<file path="src/rtl/label_pkg.sv">
// label_pkg: shared constants and types for the label RAM path.
//   LABEL_ADDR_W / LABEL_DATA_W / LABEL_NREQ : default label RAM geometry and reader count
//   label_wr_t                               : one queued label write, {addr, data}
package label_pkg;

    localparam int unsigned LABEL_ADDR_W = 8;
    localparam int unsigned LABEL_DATA_W = 8;
    localparam int unsigned LABEL_NREQ   = 4;

    typedef struct packed {
        logic [LABEL_ADDR_W-1:0] addr;
        logic [LABEL_DATA_W-1:0] data;
    } label_wr_t;

endpackage

</file>
<file path="src/rtl/label_wfifo.sv">
// label_wfifo: synchronous FIFO holding pending label RAM writes.
// Ports:
//   clk, rstn       : clock, asynchronous active-low reset (empties the queue)
//   push, push_data : enqueue one entry; ignored while full
//   pop             : dequeue the head; ignored while empty
//   head            : oldest entry (valid while !empty)
//   level           : registered entry count, one bit wider than the pointers
//   full, empty     : decoded from level
module label_wfifo
    import label_pkg::*;
#(
    parameter int unsigned DEPTH   = 4,
    parameter type         entry_t = label_wr_t
) (
    input  logic                     clk,
    input  logic                     rstn,
    input  logic                     push,
    input  entry_t                   push_data,
    input  logic                     pop,
    output entry_t                   head,
    output logic [$clog2(DEPTH):0]   level,
    output logic                     full,
    output logic                     empty
);

    localparam int unsigned PTR_W = $clog2(DEPTH);
    localparam int unsigned LVL_W = PTR_W + 1;

    entry_t             mem [DEPTH];
    logic [PTR_W-1:0]   wr_ptr;
    logic [PTR_W-1:0]   rd_ptr;
    logic               do_push;
    logic               do_pop;

    assign full    = (level == LVL_W'(DEPTH));
    assign empty   = (level == '0);
    assign do_push = push && !full;
    assign do_pop  = pop && !empty;
    assign head    = mem[rd_ptr];

    // DEPTH is a power of two, so the pointers wrap naturally.
    always_ff @(posedge clk or negedge rstn) begin
        if (!rstn) begin
            wr_ptr <= '0;
            rd_ptr <= '0;
            level  <= '0;
        end else begin
            if (do_push) wr_ptr <= wr_ptr + PTR_W'(1);
            if (do_pop)  rd_ptr <= rd_ptr + PTR_W'(1);
            unique case ({do_push, do_pop})
                2'b10:   level <= level + LVL_W'(1);
                2'b01:   level <= level - LVL_W'(1);
                default: level <= level;
            endcase
        end
    end

    // Storage needs no reset: entries are only read below level.
    always_ff @(posedge clk) begin
        if (do_push) mem[wr_ptr] <= push_data;
    end

endmodule

</file>
<file path="src/rtl/label_ram_arbiter.sv">
// label_ram_arbiter: shares the single-port label RAM between NREQ display readers and a
// queued write stream. Reads win with fixed priority (lowest index); queued writes drain
// one per cycle only when no reader is requesting.
// Optional feature macro: LABEL_ARB_COLLISION_CNT_EN enables the saturating collision
// counter on coll_cnt; without it coll_cnt is tied to 0.
// Ports:
//   px_clk, rstn                   : pixel clock, asynchronous active-low reset
//   rd_req, rd_addr                : per-reader request and packed addresses
//   rd_gnt                         : combinational one-hot grant
//   rd_valid, rd_id, rd_data       : read response one cycle after the grant
//   wr_valid, wr_addr, wr_data     : write stream in; wr_ready / wr_level report the queue
//   ram_addr, ram_we, ram_din      : label RAM command
//   ram_dout                       : label RAM read data (1-cycle synchronous)
//   coll_cnt                       : read collision count
module label_ram_arbiter
    import label_pkg::*;
#(
    parameter int unsigned NREQ        = LABEL_NREQ,
    parameter int unsigned ADDR_W      = LABEL_ADDR_W,
    parameter int unsigned DATA_W      = LABEL_DATA_W,
    parameter int unsigned WFIFO_DEPTH = 4
) (
    input  logic                          px_clk,
    input  logic                          rstn,
    input  logic [NREQ-1:0]               rd_req,
    input  logic [NREQ*ADDR_W-1:0]        rd_addr,
    output logic [NREQ-1:0]               rd_gnt,
    output logic                          rd_valid,
    output logic [$clog2(NREQ)-1:0]       rd_id,
    output logic [DATA_W-1:0]             rd_data,
    input  logic                          wr_valid,
    input  logic [ADDR_W-1:0]             wr_addr,
    input  logic [DATA_W-1:0]             wr_data,
    output logic                          wr_ready,
    output logic [$clog2(WFIFO_DEPTH):0]  wr_level,
    output logic [ADDR_W-1:0]             ram_addr,
    output logic                          ram_we,
    output logic [DATA_W-1:0]             ram_din,
    input  logic [DATA_W-1:0]             ram_dout,
    output logic [7:0]                    coll_cnt
);

    localparam int unsigned ID_W = $clog2(NREQ);

    // Same {addr, data} layout as label_wr_t, sized by this instance's parameters.
    typedef struct packed {
        logic [ADDR_W-1:0] addr;
        logic [DATA_W-1:0] data;
    } wr_entry_t;

    wr_entry_t          wq_in;
    wr_entry_t          wq_head;
    logic               wq_full;
    logic               wq_empty;
    logic               wq_push;
    logic               wq_pop;

    logic               any_req;
    logic               found;
    logic [ID_W-1:0]    win_id;
    logic [ADDR_W-1:0]  win_addr;

    // ---------------------------------------------------------------- write queue
    assign wr_ready = !wq_full;
    assign wq_push  = wr_valid && wr_ready;
    assign wq_in    = '{addr: wr_addr, data: wr_data};
    assign wq_pop   = !any_req && !wq_empty;

    label_wfifo #(
        .DEPTH   (WFIFO_DEPTH),
        .entry_t (wr_entry_t)
    ) u_wfifo (
        .clk       (px_clk),
        .rstn      (rstn),
        .push      (wq_push),
        .push_data (wq_in),
        .pop       (wq_pop),
        .head      (wq_head),
        .level     (wr_level),
        .full      (wq_full),
        .empty     (wq_empty)
    );

    // ---------------------------------------------------------------- read arbitration
    assign any_req = |rd_req;

    always_comb begin
        found    = 1'b0;
        win_id   = '0;
        win_addr = '0;
        rd_gnt   = '0;
        for (int i = 0; i < NREQ; i++) begin
            if (rd_req[i] && !found) begin
                found     = 1'b1;
                win_id    = ID_W'(i);
                win_addr  = rd_addr[i*ADDR_W +: ADDR_W];
                rd_gnt[i] = 1'b1;
            end
        end
    end

    // ---------------------------------------------------------------- RAM port mux
    always_comb begin
        ram_addr = '0;
        ram_we   = 1'b0;
        ram_din  = '0;
        if (any_req) begin
            ram_addr = win_addr;
        end else if (wq_pop) begin
            ram_addr = wq_head.addr;
            ram_din  = wq_head.data;
            ram_we   = 1'b1;
        end
    end

    // ---------------------------------------------------------------- read response
    always_ff @(posedge px_clk or negedge rstn) begin
        if (!rstn) begin
            rd_valid <= 1'b0;
            rd_id    <= '0;
        end else begin
            rd_valid <= any_req;
            rd_id    <= win_id;
        end
    end

    // RAM read data already lines up with the registered tag.
    assign rd_data = ram_dout;

    // ---------------------------------------------------------------- collision counter
`ifdef LABEL_ARB_COLLISION_CNT_EN
    logic coll;

    // More than one request bit set: clearing the lowest set bit leaves something.
    assign coll = |(rd_req & (rd_req - NREQ'(1)));

    always_ff @(posedge px_clk or negedge rstn) begin
        if (!rstn) begin
            coll_cnt <= 8'd0;
        end else if (coll && (coll_cnt != 8'hFF)) begin
            coll_cnt <= coll_cnt + 8'd1;
        end
    end
`else
    assign coll_cnt = 8'd0;
`endif

endmodule

</file>
<file path="config.mk">
export PLATFORM = sky130hd
export DESIGN_NAME = label_ram_arbiter
export DESIGN_NICKNAME = d
export VERILOG_FILES = /design/src/rtl/label_pkg.sv /design/src/rtl/label_wfifo.sv /design/src/rtl/label_ram_arbiter.sv
export SDC_FILE = /design/constraint.sdc
export NUM_CORES = 1
export LEC_CHECK = 0
export ABC_AREA = 1
export CAP_MARGIN = 5
export CORE_MARGIN = 2
export CORE_UTILIZATION = 43
export DETAILED_ROUTE_END_ITERATION = 8
export GPL_TIMING_DRIVEN = 0
export PLACE_DENSITY = 0.75
export SYNTH_ARGS = -nofsm -noshare
export SYNTH_HDL_FRONTEND = slang
export SYNTH_HIERARCHICAL = 1
export SYNTH_SLANG_ARGS = --single-unit
</file>
<file path="constraint.sdc">
create_clock -name px_clk -period 1.96 [get_ports px_clk]
set_clock_uncertainty 0.05 [all_clocks]
set_input_delay 0.196 -clock px_clk [delete_from_list [all_inputs] [get_ports px_clk]]
set_output_delay 0.196 -clock px_clk [all_outputs]
set_load 0.1 [all_outputs]
</file>
==> results of run 1 <==
-- Yosys cell counts (all sizes together) (5+ instances only) --
| master | number |
|---|---|
| ha | 5 |
| dfrtp | 10 |
| nand2 | 85 |
| edfxtp | 64 |
| nand4 | 9 |
| o211ai | 32 |
| nor2 | 35 |
| inv | 75 |
| buf | 30 |
| nand3 | 32 |
-- through the flow --
step / utilization (%) / TNS, ns
after CTS: 64.5 / -0.937
after detailed placement: 57.4 / -24.53
after floorplan: - / -7.78
after global placement: 57.4 / -21.71
after global routing: 67.0 / -3.17
final: 67.0 / -1.47
-- cells by family (layout without fill, tap and decap cells) --
group                      Yosys count  after routing  synth area share, %
AOI/OAI and AO/OA                   34             34                 6.93
xor gates and xnor gates             1              1                0.232
adders and majority gates            6              6                 2.19
buffers and inverters              107            241                 14.3
DFF                                 74             74                 57.5
other                                1              8               0.0993
and+or+nand+nor                    161            161                 18.7
-- state kept, by name (all words and copies together), names as in the netlist --
name	flops
u_wfifo/mem	64
u_wfifo/rd_ptr	2
u_wfifo/wr_ptr	2
rd_id	2
u_wfifo/level	3
rd_valid	1
-- power breakdown --
| group | switching, W | internal, W |
|---|---|---|
| logic | 0.00232 | 0.00141 |
| clock network | 0.000571 | 0.000593 |
| registers | 0.000126 | 0.00210 |
-- layout make-up --
class | instances | area [um2]
buffer | 31 | 300
clock buffer | 10 | 128
clock inverter | 6 | 66.3
fill | 620 | 2850
inverter | 76 | 312
multi-input combinational | 210 | 1300
sequential | 74 | 2180
tap | 108 | 135
timing repair buffer | 118 | 1360
-- repair_timing --
item,in CTS,in global routing
buffers inserted,19,10
gates cloned,1,0
pin swaps,22,13
resized for setup,202,27
hold buffers,0,0
endpoints found under the setup margin,94,85
-- worst max-delay path by stage --
stage                           startpoint               end  cells past startpoint
after floorplan           u_wfifo/level[0]  u_wfifo/level[1]                     12
after global placement           rd_req[2]        ram_din[6]                      5
after detailed placement         rd_req[0]       ram_addr[7]                      7
after CTS                 u_wfifo/level[2]  u_wfifo/level[1]                     13
after global routing      u_wfifo/level[2]  u_wfifo/level[2]                     17
final                     u_wfifo/level[2]        ram_din[6]                     11
-- routing by layer --
| layer | wire, um | vias up | track usage [%] |
|---|---|---|---|
| met2 | 4940 | 139 | 35.6 |
| met5 | 0 | - | 0 |
| met3 | 813 | 12 | 5.47 |
| met4 | 158 | 0 | 8.12 |
| met1 | 3940 | 1445 | 23.1 |
| li1 | - | 1513 | - |
-- cell usage in the layout (no fill, tap or decap), types with 7 or more instances in the layout --
| cell | netlist | layout |
|---|---|---|
| sky130_fd_sc_hd__buf_12 | 0 | 23 |
| sky130_fd_sc_hd__buf_4 | 19 | 37 |
| sky130_fd_sc_hd__buf_8 | 1 | 8 |
| sky130_fd_sc_hd__clkbuf_8 | 0 | 9 |
| sky130_fd_sc_hd__clkdlybuf4s50_1 | 0 | 60 |
| sky130_fd_sc_hd__conb_1 | 1 | 8 |
| sky130_fd_sc_hd__dfrtp_1 | 10 | 7 |
| sky130_fd_sc_hd__edfxtp_1 | 64 | 64 |
| sky130_fd_sc_hd__inv_1 | 71 | 63 |
| sky130_fd_sc_hd__nand2_1 | 84 | 78 |
| sky130_fd_sc_hd__nand3_1 | 31 | 21 |
| sky130_fd_sc_hd__nand3_2 | 0 | 8 |
| sky130_fd_sc_hd__nand4_1 | 9 | 9 |
| sky130_fd_sc_hd__nor2_1 | 31 | 18 |
| sky130_fd_sc_hd__nor2_4 | 3 | 16 |
| sky130_fd_sc_hd__o211ai_1 | 30 | 30 |
-- worst reg2reg max path, delay by kind of cell, from the launching register on --
kind | cells | cell delay, ns
compound gates | 1 | 0.12
flops | 1 | 0.49
simple gates | 3 | 0.24
buf+inv | 7 | 0.53
fa+ha+maj | 2 | 0.59
==> out/metrics.sh, run 1 <==
SYN-INSTANCE-COUNT=384
POSTSYNTHAREAPERCELL_UM2=9.83
GRT_REMAINING_OVERFLOW=0
CORE-AREA_MM2=0.00864
REG2REG_SETUP_SLACK_NS=-0.13
POWER_DENSITY_OF_THE_PLACED_CELLS_mW_PER_MM2=1230
SYNTH-MAIN-FF-CELL='sky130_fd_sc_hd__edfxtp_1'
WORSTSETUPENDPOINTTYPE='output port'
CRIT_SLOWEST_CELL='sky130_fd_sc_hd__dfrtp_4'
ROUTED-VIA-COUNT=3109
PERIOD_MINUS_SLACK_NS=2.10
CRITICAL_PATH_PEAK_FANOUT=4
CTSHTREEMAXLEVEL=3
TIMING.RR.START='u_wfifo/level[2]'
WIRE_LENGTH_OF_THE_FIRST_GLOBAL_ROUTING_PASS_UM=15000
WORSTMARGINPINSLEW_NS=0.982
DETAILEDPLACE.WORSTSLACK_NS=-0.873
DETAIL_ROUTED_VIA_COUNT_PER_CELL=4.91
GRT_START_MAX_NET_PINS=17
TIMING.CRITICAL_PATH.SLOWEST_CELL_DELAY_NS=0.42
HOLD_PATH_END='rd_id[0]'
NUMCTSBUFFERS=9
DIE_FOOTPRINT_MM2=0.00955
FAILED_CHECKS='setup timing'
PLACEMENT.IO_BUFFERS=88
CPLARGESTDELAYFAMILY='buffers and inverters'
CRITICAL_PATH.N_BUFFERS_INVERTERS=8
CRITICAL_PATH_TYPE='register to output port'
CRIT_REG_REG_ENDPOINT='u_wfifo/level[1]'
POSTROUTEWIRELENGTH_UM=9850
FINALWORSTSETUPSLACK_NS=-0.141
YOSYS.AREA.TOP_TYPE_SHARE_PCT=50.9
CLK_PIN_SLEW_NS=0.08
GLOBALROUTETOTALUTIL_PCT=20.1
FP-ROW-COUNT=34
TIMING.CRITICAL_PATH.MODE_CELL='sky130_fd_sc_hd__buf_6'
HOLD_CLASS='primary input to register'
SYNTH_AREA_LEADER_CELL='sky130_fd_sc_hd__edfxtp_1'
YOSYS-TOP-CELLS-AREA='sky130_fd_sc_hd__edfxtp_1 (51%), sky130_fd_sc_hd__nand2_1 (8.3%), sky130_fd_sc_hd__inv_1 (7.1%), sky130_fd_sc_hd__dfrtp_1 (6.6%), sky130_fd_sc_hd__o211ai_1 (6.0%)'
WORSTHOLDSTART='rd_req[1]'
PLACEDINSTANCEAREA_MM2=0.00496
POST-PLACE-CELLS=587
IO_PINS=107
MIN_PATH_CELLS=3
FINAL_ANTENNA_NET_COUNT=0
FP.DIEW_UM=97.7
YS_FF_LATCH=74
WHS_NS=0.117
GRT_PASS1_VIAS=3046
DRC=0
CTS.SINK_COUNT=74
FINAL_NETS=589
DIEHEIGHT_UM=97.7
CTS_TREE='done'
MIN_PERIOD_OVER_PERIOD_PCT=107
CTS_BUFFER_DEPTH=2
STARTPOINT_TYPE='register'
NUMBER_OF_FLOPS_MAPPED_TO_ENABLE_CELLS_BY_YOSYS=64
DETAIL_ROUTE.FIRST_PASS.ITERATIONS=4
NON_FILLER_CELLS_FINAL=633
YOSYSWARNINGCOUNT=6
FLOW.AREA_GROWTH_FROM_SYNTHESIS_PCT=53.2
UNREPAIRED_SETUP_ENDPOINTS_AFTER_GLOBAL_ROUTING='true'
CRIT_ARRIVAL_NS=1.85
FIN_AREA_MM2=0.00578
RR_WORST_DEPTH=13
PLACE_CONGESTION=0.819
TIMING.FMAX_GHz=0.476
POWER.STATIC_LEAKAGE_nW=2.54
DP.FINAL_HPWL_UM=6250
SETUP-VIOLATIONS-FINAL=19
RELATIVE_SLEW_SLACK_PCT=34.8
CTS_ROOT_BUFFER='sky130_fd_sc_hd__clkbuf_8'
PATH_CELLS='buf_6 -> inv_4 -> nand3_4 -> inv_2 -> clkinv_4 -> nand3_4 -> buf_4 -> buf_6 -> buf_6 -> nor2_4 -> buf_12'
FIRST_ITER_VIOLATIONS=220
HOLD_VIOLATIONS=0
FINALMAXSLEWVIOLATIONS=0
FINAL_LAYOUT_SIZE_SUFFIX_GT1_SHARE_PCT=29.5
CP.REQUIRED_NS=1.71
STARTING_DENSITY_PCT=43.7
RUN_STATUS='complete, but fails checks'
CELL_AREA_AFTER_SYNTHESIS_MM2=0.00378
POWER.IR.VDD_WORST_uV=610
ASYNCSETRESETFLOPFRACSYNTH_PCT=13.5
SYNTH.LIB_CELLS_USED.DISTINCT=26
N_ANTENNA_CELL=0
DRV.MAX_CAP_VIOLATION_COUNT=0
WIRE_PER_INST_UM=15.6
INSERTION_DELAY_NS=0.34
SYNTH_SEQUENTIAL_AREA_RATIO_PCT=57.5
ANTENNA_FOUND_INITIAL=0
POST-LAYOUT-TOTAL-POWER_W=0.00711
Note: power is estimated with default switching activity, not from simulation.
==> inputs of run 2 (changes only) <==
--- a/config.mk
+++ b/config.mk
@@ -7,7 +7,7 @@
 export LEC_CHECK = 0
 export ABC_AREA = 1
 export CAP_MARGIN = 5
-export CORE_MARGIN = 2
+export CORE_MARGIN = 1
 export CORE_UTILIZATION = 43
 export DETAILED_ROUTE_END_ITERATION = 8
 export GPL_TIMING_DRIVEN = 0
==> run 2 against run 1 <==
Against the previous run:
- the flow still finishes with violations (setup timing)
- cell count is 0.32% lower
- critical path type unchanged
- largest power group unchanged
- cell area is 1.2% higher
- clock power is 10% lower
- core utilization is 3.2 points higher
- sequential cell count stayed put
- via count is 2.8% higher
- critical path depth is 3 lower
- combinational power is 8.9% higher
- sequential power hardly changed
==> out/metrics.sh, run 2 (synthesis gave the netlist of run 1 again) <==
RUN_STATUS='complete, but fails checks'
FAILED_CHECKS='setup timing'
POWER.STATIC_LEAKAGE_nW=2.55
GRT_PASS1_VIAS=2912
WIRE_LENGTH_OF_THE_FIRST_GLOBAL_ROUTING_PASS_UM=14200
DIE_FOOTPRINT_MM2=0.00916
SETUP-VIOLATIONS-FINAL=16
INSERTION_DELAY_NS=0.34
ROUTE.TOP_LAYER_USED='met4'
FINAL_LAYOUT_SIZE_SUFFIX_GT1_SHARE_PCT=31.7
CTS.HOLD.BUFFERS_ADDED=0
DP.FINAL_HPWL_UM=6170
ROUTE.MET2.WL_UM=5530
REGMOSTFLOPS='u_wfifo/mem'
PLACEDINSTANCEAREA_MM2=0.00495
PLACE_CONGESTION=0.743
FLOW.AREA_GROWTH_FROM_SYNTHESIS_PCT=55.0
LAYOUT.CELLS.MOST_COMMON='sky130_fd_sc_hd__nand2_1'
STARTING_DENSITY_PCT=45.3
FINAL_CELL_MIX='sky130_fd_sc_hd__nand2_1 (67), sky130_fd_sc_hd__edfxtp_1 (64), sky130_fd_sc_hd__inv_1 (59), sky130_fd_sc_hd__clkdlybuf4s50_1 (59), sky130_fd_sc_hd__buf_4 (37)'
POWER_DENSITY_OF_THE_PLACED_CELLS_mW_PER_MM2=1250
WL_MET1_UM=3890
DR_WL_MET3_UM=903
DRC=0
CP.REQUIRED_NS=1.71
CTS.SINK_COUNT=74
POST-PLACE-CELLS=584
CORE-AREA_MM2=0.00834
DRV.MAX_CAP_VIOLATION_COUNT=0
MIN_PERIOD_OVER_PERIOD_PCT=108
WORSTSETUPENDPOINTTYPE='output port'
DETAILEDPLACE.WORSTSLACK_NS=-0.917
GRT_START_MAX_NET_PINS=17
FP-ROW-COUNT=33
ANTENNA_FOUND_INITIAL=0
HOLD_CLASS='primary input to async pin'
WIRE_PER_INST_UM=16.7
ROUTED-VIA-COUNT=3196
DIEHEIGHT_UM=95.7
CRITICAL_PATH_TYPE='register to output port'
FINALMAXSLEWVIOLATIONS=0
POWER.IR.VDD_WORST_uV=606
FIRST_ITER_VIOLATIONS=276
FINAL_ANTENNA_NET_COUNT=0
NUMCTSBUFFERS=9
IO_PINS=107
RELATIVE_SLEW_SLACK_PCT=35.1
FIN_AREA_MM2=0.00585
NON_FILLER_CELLS_FINAL=631
STARTPOINT_TYPE='register'
CTS_BUFFER_DEPTH=2
DETAIL_ROUTED_VIA_COUNT_PER_CELL=5.06
GLOBALROUTETOTALUTIL_PCT=21.4
CRITICAL_PATH_PEAK_FANOUT=10
DETAIL_ROUTE.FIRST_PASS.ITERATIONS=5
WORSTMARGINPINSLEW_NS=0.971
N_ANTENNA_CELL=0
POSTROUTEWIRELENGTH_UM=10500
HOLD_VIOLATIONS=0
LAYOUT.CORE_UTILIZATION_PCT=70.2
CTSHTREEMAXLEVEL=3
PLACEMENT.IO_BUFFERS=88
PERIOD_MINUS_SLACK_NS=2.12
CLK_PIN_SLEW_NS=0.08
CRIT_ARRIVAL_NS=1.88
FP.DIEW_UM=95.7
CTS_ROOT_BUFFER='sky130_fd_sc_hd__clkbuf_8'
UNREPAIRED_SETUP_ENDPOINTS_AFTER_GLOBAL_ROUTING='true'
GRT_REMAINING_OVERFLOW=0
TIMING.FMAX_GHz=0.471
LARGEST_REGISTER_FFS=64
FINAL_NETS=590
FINALWORSTSETUPSLACK_NS=-0.162
REG_TOP3='u_wfifo/mem: 64 flops, u_wfifo/level: 3 flops'
CTS_TREE='done'
-- run 2: power breakdown --
part / leakage (nW) / total (W) / internal [W] / switching [W]
Combinational: 1.76 / 0.00405 / 0.00161 / 0.00245
Sequential: 0.703 / 0.00224 / 0.00210 / 0.000145
Clock: 0.0803 / 0.00104 / 0.000460 / 0.000585
Total: 2.55 / 0.00734 / 0.00417 / 0.00317
-- run 2: per-layer routing --
metal / vias to the layer above / GRT usage (%)
met5: - / 0
met4: 0 / 9.45
met3: 23 / 4.34
met2: 163 / 39.9
met1: 1500 / 23.3
li1: 1510 / -
-- run 2: what timing repair did --
item,in CTS,in global routing
setup endpoints to repair,94,67
buffers inserted,19,11
gates cloned,2,2
resized for setup,209,36
pin swaps,29,28
-- run 2: area by class of cell --
type | instances | area [um2]
fillers | 577 | 2490
flip-flops and latches | 74 | 2180
repair buffers | 119 | 1420
multi-input cells | 210 | 1320
inverters | 76 | 314
plain buffers | 31 | 312
well taps | 105 | 131
clock buffers | 10 | 128
clock inverters | 6 | 41.3
-- run 2: path summary, 6_finish.rpt --
check / startpoint / endpoint / slack, ns / cells past startpoint
min: rstn / u_wfifo/rd_ptr[1] / 0.12 / 1
max: u_wfifo/rd_ptr[0] / ram_addr[4] / -0.16 / 8
min reg2reg: u_wfifo/wr_ptr[1] / u_wfifo/wr_ptr[1] / 0.51 / 2
max reg2reg: u_wfifo/level[0] / u_wfifo/level[2] / -0.12 / 16
max in group asynchronous: rstn / u_wfifo/level[2] / 1.37 / 1
min in group px_clk: rd_req[1] / rd_id[0] / 0.12 / 3
-- run 2: metrics by stage --
| step | setup TNS (ns) | power (W) | hold slack [ns] |
|---|---|---|---|
| 2_1_floorplan | -7.78 | 0.00439 | -0.150 |
| 4_1_cts | -0.972 | 0.00677 | 0.116 |
| 3_5_place_dp | -24.04 | 0.00515 | 0.479 |
| 3_3_place_gp | -22.05 | 0.00506 | 0.457 |
| 5_1_grt | -2.62 | 0.00768 | 0.127 |
| 6_report | -1.31 | 0.00734 | 0.120 |
-- run 2: worst max-delay path, cell delays in order, from the launching register on --
cell                       delay, ns
sky130_fd_sc_hd__dfrtp_1        0.40
sky130_fd_sc_hd__inv_2          0.09
sky130_fd_sc_hd__buf_12         0.15
sky130_fd_sc_hd__buf_12         0.14
sky130_fd_sc_hd__o211ai_1       0.22
sky130_fd_sc_hd__nand2_1        0.12
sky130_fd_sc_hd__nand4_1        0.11
sky130_fd_sc_hd__nand3_2        0.11
sky130_fd_sc_hd__buf_12         0.18
==> inputs of run 3 (changes only) <==
--- a/config.mk
+++ b/config.mk
@@ -8,10 +8,11 @@
 export ABC_AREA = 1
 export CAP_MARGIN = 5
 export CORE_MARGIN = 1
-export CORE_UTILIZATION = 43
+export CORE_UTILIZATION = 57
 export DETAILED_ROUTE_END_ITERATION = 8
+export DONT_BUFFER_PORTS = 1
 export GPL_TIMING_DRIVEN = 0
-export PLACE_DENSITY = 0.75
+export PLACE_DENSITY = 0.74
 export SYNTH_ARGS = -nofsm -noshare
 export SYNTH_HDL_FRONTEND = slang
 export SYNTH_HIERARCHICAL = 1
==> run 3 against run 2 <==
Against the previous run:
- the run still ends with setup timing left
- register-to-register slack lost 0.57 ns
- non-clock buffer count shrank 86
- setup slack lost 0.53 ns
- die area shrank 24%
- sequential power grew 11%
- clock power shrank 4%
- via count shrank 13%
- sequential share of layout area grew 9.1 points
- cell count shrank 18%
- core utilization grew 3.5 points
- maximum frequency shrank 20%
- global-route usage grew 3.8 points
==> out/metrics.sh, run 3 (synthesis gave the netlist of run 1 again) <==
P_INT_W=0.00350
CORE-AREA_MM2=0.00639
LAYOUT.CELLS.MOST_COMMON='sky130_fd_sc_hd__nand2_1'
CTS_TREE='done'
NETSW_W=0.00287
CLK_PIN_SLEW_NS=0.08
REGMOSTFLOPS='u_wfifo/mem'
FINALMAXSLEWVIOLATIONS=0
DIE_FOOTPRINT_MM2=0.00695
IO_PINS=107
POWER.IR.VDD_WORST_uV=915
POSTROUTEWIRELENGTH_UM=8790
INSERTION_DELAY_NS=0.34
UNREPAIRED_SETUP_ENDPOINTS_AFTER_GLOBAL_ROUTING='true'
GLOBALROUTETOTALUTIL_PCT=25.2
WIRE_PER_INST_UM=17.0
RUN_STATUS='complete, but fails checks'
POWER.STATIC_LEAKAGE_nW=2.05
POST-LAYOUT-TOTAL-POWER_W=0.00636
CTS.SINK_COUNT=74
CTS_BUFFER_DEPTH=2
GRT_START_MAX_NET_PINS=17
FINAL_LAYOUT_SIZE_SUFFIX_GT1_SHARE_PCT=25.3
ANTENNA_FOUND_INITIAL=0
GROUTE.LAYER.MET3.USAGE_PCT=6.06
CTSHTREEMAXLEVEL=3
MIN_PERIOD_OVER_PERIOD_PCT=135
FLOW.AREA_GROWTH_FROM_SYNTHESIS_PCT=24.6
STARTPOINT_TYPE='register'
P_SEQ_SHARE_PCT=39.2
N_ANTENNA_CELL=0
DRC=0
REG_TOP3='u_wfifo/mem: 64 flops, u_wfifo/level: 3 flops'
TIMING.FMAX_GHz=0.377
GRTUSAGEMET1_PCT=27.4
CRITICAL_PATH_PEAK_FANOUT=4
CTS_ROOT_BUFFER='sky130_fd_sc_hd__clkbuf_8'
GRT_PASS1_VIAS=2682
NON_FILLER_CELLS_FINAL=516
LARGEST_REGISTER_FFS=64
POWER_FRAC_CLOCK_PCT=15.7
WIRE_LENGTH_OF_THE_FIRST_GLOBAL_ROUTING_PASS_UM=13200
WHS_NS=0.0184
RELATIVE_SLEW_SLACK_PCT=26.0
PLACEMENT.IO_BUFFERS=0
FINAL_CELL_MIX='sky130_fd_sc_hd__nand2_1 (82), sky130_fd_sc_hd__edfxtp_1 (64), sky130_fd_sc_hd__inv_1 (62), sky130_fd_sc_hd__o211ai_1 (30), sky130_fd_sc_hd__buf_4 (28)'
DETAIL_ROUTED_VIA_COUNT_PER_CELL=5.40
FP.DIEW_UM=83.4
FP-ROW-COUNT=29
WORSTMARGINPINSLEW_NS=1.11
PERIOD_MINUS_SLACK_NS=2.65
PLACE_CONGESTION=0.746
GRT_REMAINING_OVERFLOW=0
FINAL_NETS=504
GLOBALROUTEMET2UTIL_PCT=47.1
HOLD_CLASS='primary input to register'
GR-MAX-USAGE-LAYER='met2'
CP.REQUIRED_NS=2.18
SETUP_TOTAL_NEGATIVE_SLACK_NS=-32.22
FINALWORSTSETUPSLACK_NS=-0.690
STARTING_DENSITY_PCT=59.1
FINAL_ANTENNA_NET_COUNT=0
SETUP-VIOLATIONS-FINAL=89
POST-PLACE-CELLS=468
CRIT_ARRIVAL_NS=2.87
ROUTED-VIA-COUNT=2786
DRV.MAX_CAP_VIOLATION_COUNT=0
FAILED_CHECKS='setup timing'
DP.FINAL_HPWL_UM=5380
HOLD_VIOLATIONS=0
FIRST_ITER_VIOLATIONS=139
WORSTSETUPENDPOINTTYPE='register'
DIEHEIGHT_UM=83.4
CRITICAL_PATH_TYPE='register to register'
NUMCTSBUFFERS=9
POWER_DENSITY_OF_THE_PLACED_CELLS_mW_PER_MM2=1350
DETAIL_ROUTE.FIRST_PASS.ITERATIONS=6
SWITCHING_PART_OF_THE_TOTAL_PCT=45.0
COMBPWRFRAC_PCT=45.1
## run 3: metrics by stage
stage                     util [%]  area [um2]  setup WS [ns]
after floorplan                  -        3940         -0.677
after detailed placement      63.5        4060         -0.925
after global placement        63.2        4040         -0.851
after CTS                     72.3        4620         -0.687
after global routing          73.7        4700         -0.794
final                         73.7        4700         -0.690
## run 3: path summary, 6_finish.rpt
path | slack [ns] | from | to | cells after the start
max | -0.69 | u_wfifo/level[1] | u_wfifo/level[1] | 12
min | 0.02 | rd_req[2] | rd_id[0] | 3
max reg2reg | -0.69 | u_wfifo/level[1] | u_wfifo/level[1] | 12
min reg2reg | 0.51 | u_wfifo/wr_ptr[0] | u_wfifo/wr_ptr[0] | 2
max in group asynchronous | 1.29 | rstn | u_wfifo/level[0] | 1
min in group asynchronous | 0.20 | rstn | rd_id[1] | 1
## run 3: worst max-delay path, cell delays in order, from the launching register on
cell	delay [ns]
sky130_fd_sc_hd__dfrtp_4	0.64
sky130_fd_sc_hd__inv_4	0.12
sky130_fd_sc_hd__nand3_4	0.08
sky130_fd_sc_hd__inv_2	0.07
sky130_fd_sc_hd__clkinv_4	0.05
sky130_fd_sc_hd__nand3_4	0.07
sky130_fd_sc_hd__clkinvlp_4	0.45
sky130_fd_sc_hd__nand2_2	0.22
sky130_fd_sc_hd__inv_2	0.06
sky130_fd_sc_hd__ha_4	0.16
sky130_fd_sc_hd__inv_4	0.05
sky130_fd_sc_hd__fa_2	0.41
sky130_fd_sc_hd__o21ai_1	0.14
## run 3: layout make-up
type	count	area, um2
timing repair buffer	33	347
buffer	31	278
inverter	76	313
tap	77	96.3
fill	430	1680
clock inverter	5	32.5
sequential	74	2180
clock buffer	10	128
multi-input combinational	210	1330
## run 3: what timing repair did
item,in CTS,in global routing
cloned,0,0
pin swaps,21,14
resized for setup,20,11
buffers inserted,10,6
hold buffers,18,0
setup endpoints to repair,87,87
endpoints found under the hold margin,75,0
## run 3: power groups by stage
stage	clock network, W	logic, W	registers [W]
5_1_grt	0.00108	0.00308	0.00252
6_report	0.000998	0.00287	0.00249
3_3_place_gp	0	0.00228	0.00251
2_1_floorplan	0	0.00190	0.00249
3_5_place_dp	0	0.00235	0.00253
4_1_cts	0.00101	0.00268	0.00249
## run 3: layer usage
layer | routed length (um) | up-vias
met2 | 4820 | 140
li1 | - | 1329
met5 | 0 | -
met3 | 650 | 10
met1 | 3210 | 1307
met4 | 113 | 0
==> RTL change 1, RTL diff (config.mk and constraints of run 2) <==
The package constant `LABEL_NREQ` goes from 4 to 8.
--- a/src/rtl/label_pkg.sv
+++ b/src/rtl/label_pkg.sv
@@ -5,7 +5,7 @@
 
     localparam int unsigned LABEL_ADDR_W = 8;
     localparam int unsigned LABEL_DATA_W = 8;
-    localparam int unsigned LABEL_NREQ   = 4;
+    localparam int unsigned LABEL_NREQ   = 8;
 
     typedef struct packed {
         logic [LABEL_ADDR_W-1:0] addr;
Interface: changed (resized rd_addr, rd_gnt, rd_id and rd_req); port bits go from 107 to 148. The function was not compared with the original's and may differ.
==> RTL change 1 against run 2 <==
The run still ends with negative setup slack left. Final area up 18%. Power down 14%. Setup slack better by 0.018 ns. Utilization up 4.1 points. Area after synthesis up 10%. Non-clock buffer count up 59. Wire length up 25%. Sequential cell count up 1. Critical path type unchanged. Critical endpoint is now ram_addr[3]. Highest routed layer unchanged.
==> RTL change 1: results <==
metrics = {
    "global_route": {
        "grt_pass1_wl_mm": 19.6,
        "track_usage_pct": 26.2,
        "grt_pass1_vias": 3836,
        "grt_max_degree": 17,
        "antenna_found_initial": 0,
    },
    "route": {
        "drtIter0Drc": 197,
        "routed_wl_mm": 13.2,
        "first_pass_iters": 7,
        "vias": 3890,
    },
    "place": {
        "place_hpwl_mm": 8.37,
        "place.gp.congestion": 0.835,
        "port_buffers": 128,
        "placed_area_um2": 5860,
        "pre_cts_slack_ns": -1.21,
    },
    "power_and_ir_drop": {
        "peakVddDrop_v": 0.000606,
        "power_leakage_nw": 3.07,
    },
    "critical_path": {
        "critPathTopFamily": "buffers and inverters",
        "crit_arrival_ns": 1.86,
        "critPathMaxStageDelay_ns": 0.38,
        "crit_fanout": 5,
        "cpMaxStageDelayCell": "dfrtp_1",
    },
    "synth": {
        "synthMuxAreaShare_pct": 0,
        "yosys_warnings": 6,
        "ys.flop_type": "edfxtp_1",
        "ys_top_cells_by_count": "nand2_1 (121), inv_1 (80), edfxtp_1 (64)",
        "synthTopCellsByArea": "edfxtp_1 (46%), nand2_1 (11%), inv_1 (7.2%)",
        "synth_cell_types": 29,
        "synth_xor_area_share_pct": 0.210,
        "async_flop_share_pct": 14.7,
        "synth_edf_count": 64,
        "synth_fa_ha_area_share_pct": 1.98,
        "seq_area_frac_synth_pct": 52.7,
        "synth_compound_area_share_pct": 6.12,
    },
    "cells_and_area": {
        "top_regs": "u_wfifo/mem: 64 flops, rd_id: 3 flops, u_wfifo/level: 3 flops",
        "design_area_um2": 6930,
        "fillCellCount": 661,
        "drive_gt1_share_pct": 31.3,
        "diodes": 0,
        "nNetsFinal": 761,
    },
    "clocking": {
        "clock_tree.buffer_depth": 2,
        "h-tree-depth": 3,
        "ctsRootBufferMaster": "clkbuf_8",
        "clk_pin_slew_ns": 0.09,
        "numCtsBuffers": 9,
        "clock_latency_ns": 0.36,
    },
    "status": {
        "violations": "negative setup slack",
        "status": "finished with violations",
    },
    "hold_path": {
        "hp-class": "in -> async",
    },
    "timing": {
        "tightest_slew_ns": 0.982,
        "worst_slack_ns": -0.145,
        "finalSetupViolCount": 18,
    },
    "die": {
        "dieArea_um2": 10100,
    },
    "job": {
        "cap_viol_max_count": 0,
    },
}
==> RTL change 1: cells by family after synthesis <==
logic type / after synthesis
buffers and inverters: 117
DFF: 75
adders and majority gates: 6
AOI/OAI and AO/OA: 33
and+or+nand+nor: 228
other: 1
xor gates and xnor gates: 1
==> RTL change 1: worst paths after layout <==
path | from | cells after the start | slack [ns] | end
worst max-delay path | u_wfifo/rd_ptr[0] | 9 | -0.14 | ram_addr[3]
worst max register to register | u_wfifo/level[1] | 13 | -0.06 | u_wfifo/level[1]
worst min register to register | u_wfifo/wr_ptr[1] | 2 | 0.50 | u_wfifo/wr_ptr[1]
worst min-delay path | rstn | 1 | 0.14 | u_wfifo/rd_ptr[0]
max in group asynchronous | rstn | 1 | 1.30 | u_wfifo/level[2]
min in group px_clk | rd_req[2] | 3 | 0.15 | rd_id[1]
==> RTL change 1: timing repair <==
action                                  in CTS  in global routing
resized for setup                          238                 34
pin swaps                                   31                 30
endpoints found under the setup margin      78                 38
gates cloned                                 4                  1
buffers inserted                            32                 13
==> RTL change 1: report_power, final <==
part           total, W  internal (W)  leakage, nW  switching [W]
Sequential      0.00224       0.00211        0.718       0.000130
Combinational   0.00286       0.00110         2.25        0.00176
Clock           0.00124      0.000609        0.102       0.000631
==> RTL change 1: layout make-up <==
class                   instances  area share, %
plain buffers                  33           4.69
clock buffers                   9           1.79
clock inverters                 7           1.21
inverters                      84           5.22
multi-input cells             277           24.7
flip-flops and latches         75           31.9
well taps                     129           2.33
repair buffers                176           28.3
==> RTL change 1: metal layers <==
metal | share of wire (%) | GRT usage (%) | vias to the layer above
met3 | 7.2 | 4.99 | 19
met5 | 0 | 0 | -
met4 | 1.9 | 8.47 | 0
met2 | 53 | 48.7 | 178
li1 | - | - | 1866
met1 | 38 | 30.3 | 1827
==> RTL change 1: stage by stage <==
stage | cells | hold WS [ns] | TNS (ns)
final | 790 | 0.141 | -1.14
after global placement | 725 | 0.450 | -26.70
after detailed placement | 725 | 0.477 | -26.51
after CTS | 777 | 0.137 | -1.34
after floorplan | 468 | -0.150 | -2.82
after global routing | 790 | 0.146 | -4.79
==> RTL change 2, RTL diff (flow settings as in run 2) <==
Made on the original files. Put a register stage on the output `wr_level`. The value now appears one clock later. The other outputs are not delayed to match.
--- a/src/rtl/label_ram_arbiter.sv
+++ b/src/rtl/label_ram_arbiter.sv
@@ -48,6 +48,8 @@
         logic [DATA_W-1:0] data;
     } wr_entry_t;
 
+    logic [$clog2(WFIFO_DEPTH):0] wr_level_d;
+
     wr_entry_t          wq_in;
     wr_entry_t          wq_head;
     logic               wq_full;
@@ -76,7 +78,7 @@
         .push_data (wq_in),
         .pop       (wq_pop),
         .head      (wq_head),
-        .level     (wr_level),
+        .level     (wr_level_d),
         .full      (wq_full),
         .empty     (wq_empty)
     );
@@ -145,5 +147,9 @@
     assign coll_cnt = 8'd0;
 `endif
 
+    always_ff @(posedge px_clk) begin
+        wr_level <= wr_level_d;
+    end
+
 endmodule
 
Formal check against the unedited RTL: not equivalent (Yosys sat finds a counterexample within 4 cycles, from zero or initial values and one cycle with rstn low).
==> RTL change 2 against run 2 <==
The flow still finishes with violations (negative setup slack). Power rose by 2.6%. Area after synthesis rose by 1.6%. Synthesized cell count rose by 0.78%. Sequential cell count rose by 3. Via count rose by 2.5%. Wire length rose by 4.6%. Fmax rose by 0.96%. Global-route usage rose by 2.2 points. Setup slack improved by 0.020 ns. Final area rose by 1.5%.
==> RTL change 2: results <==
metrics = {
    "status": {
        "violations": "negative setup slack",
        "status": "finished with violations",
    },
    "die": {
        "core_um2": 8680,
    },
    "clocking": {
        "h-tree-depth": 3,
        "ctsRootBufferMaster": "clkbuf_8",
        "numCtsBuffers": 9,
    },
    "synth": {
        "ys_top_cells_by_count": "nand2_1 (84), inv_1 (71), edfxtp_1 (64)",
        "async_flop_share_pct": 13.0,
        "synthTopCellsByArea": "edfxtp_1 (50%), nand2_1 (8.2%), inv_1 (6.9%)",
        "synth_cell_types": 27,
        "seq_area_frac_synth_pct": 58.2,
    },
    "timing": {
        "worst_slack_ns": -0.142,
        "relSlewSlack_pct": 35.8,
        "finalSetupViolCount": 17,
        "tns_ns": -1.67,
        "holdWs_ns": 0.107,
    },
    "cells_and_area": {
        "diodes": 0,
        "top_regs": "u_wfifo/mem: 64 flops, u_wfifo/level: 3 flops, wr_level: 3 flops",
        "nNetsFinal": 603,
        "drive_gt1_share_pct": 31.9,
        "fillCellCount": 590,
    },
    "hold_path": {
        "hp-class": "in -> async",
    },
    "route": {
        "drtIter0Drc": 165,
        "avgViaCountPerCell": 5.06,
        "routed_wl_mm": 11.0,
    },
    "place": {
        "place.gp.congestion": 0.726,
        "port_buffers": 88,
        "place_hpwl_mm": 6.28,
        "pre_cts_slack_ns": -0.880,
    },
    "global_route": {
        "grt_pass1_vias": 3135,
        "grt_max_degree": 17,
        "track_usage_pct": 23.6,
        "grt_pass1_wl_mm": 15.6,
    },
    "critical_path": {
        "reg2regPathDepth": 15,
        "crit_arrival_ns": 1.86,
        "r2r_end": "u_wfifo/level[2]",
        "reg2reg_from": "u_wfifo/level[2]",
        "crit_fanout": 6,
    },
    "power_and_ir_drop": {
        "cellInternalPower_w": 0.00429,
        "peakVddDrop_v": 0.000554,
        "power_leakage_nw": 2.62,
    },
}
[RTL change 2: cell count changes after synthesis]
cell,before,now
dfxtp_1,0,3
[RTL change 2: how the worst max path moves through the flow]
stage	startpoint	to	slack (ns)	depth (start not counted)
floorplan	u_wfifo/level[0]	u_wfifo/level[1]	-0.43	12
global placement	rd_req[2]	ram_we	-0.89	5
detailed placement	rd_req[2]	ram_we	-0.88	5
CTS	u_wfifo/rd_ptr[0]	ram_addr[1]	-0.20	10
global route	u_wfifo/rd_ptr[0]	ram_addr[2]	-0.21	8
finish	u_wfifo/rd_ptr[0]	ram_addr[2]	-0.14	9
[RTL change 2: power by group through the flow]
stage / Clock (W) / Combinational (W) / Sequential (W)
after floorplan: 0 / 0.00185 / 0.00256
after detailed placement: 0 / 0.00284 / 0.00234
after global routing: 0.00116 / 0.00436 / 0.00234
after global placement: 0 / 0.00277 / 0.00233
final: 0.00108 / 0.00414 / 0.00231
after CTS: 0.00108 / 0.00390 / 0.00229
[RTL change 2: layout make-up]
| cell class | instances | area share [%] |
|---|---|---|
| plain buffers | 30 | 4.80 |
| inverters | 76 | 5.16 |
| clock inverters | 7 | 0.842 |
| multi-input cells | 210 | 21.6 |
| clock buffers | 9 | 2.08 |
| flip-flops and latches | 77 | 37.6 |
| repair buffers | 130 | 25.6 |
| well taps | 108 | 2.27 |
[RTL change 2: per-stage QoR]
step,cells,utilization (%),cell area [µm²]
floorplan,394,-,3950
global placement,590,57.2,4970
detailed placement,590,57.2,4970
CTS,637,67.1,5830
global route,647,68.5,5940
finish,647,68.5,5940
[RTL change 2: critical path: stages (launching register included)]
cell	delay [ns]
dfrtp_1	0.44
inv_4	0.12
buf_12	0.14
buf_8	0.13
nand2_1	0.05
o211ai_1	0.08
nand2_1	0.14
nand4_1	0.13
nand3_2	0.10
buf_12	0.18
[RTL change 2: cells by family (layout without fill, tap and decap cells)]
group	count (synthesis)	count (layout)	synth area share, %
adders and majority gates	6	6	2.15
AOI/OAI and AO/OA	34	34	6.82
xor gates and xnor gates	1	1	0.228
buffers and inverters	107	252	14.1
DFF	77	77	58.2
and+or+nand+nor	161	161	18.4
other	1	8	0.0978
[RTL change 2: routing by layer]
metal / vias to the layer above / wire length (µm) / track usage (%)
li1: 1547 / - / -
met1: 1540 / 4110 / 26.5
met2: 165 / 5690 / 42.5
met3: 24 / 951 / 4.85
met4: 0 / 271 / 11.3
met5: - / 0 / 0
[RTL change 2: what timing repair did]
| item | in CTS | in global routing |
|---|---|---|
| gates resized for setup | 212 | 31 |
| hold buffers | 0 | 0 |
| hold endpoints to repair | 0 | 0 |
| pin swaps | 35 | 28 |
| setup buffers | 26 | 13 |
| cloned | 5 | 0 |
| endpoints found under the setup margin | 94 | 74 |
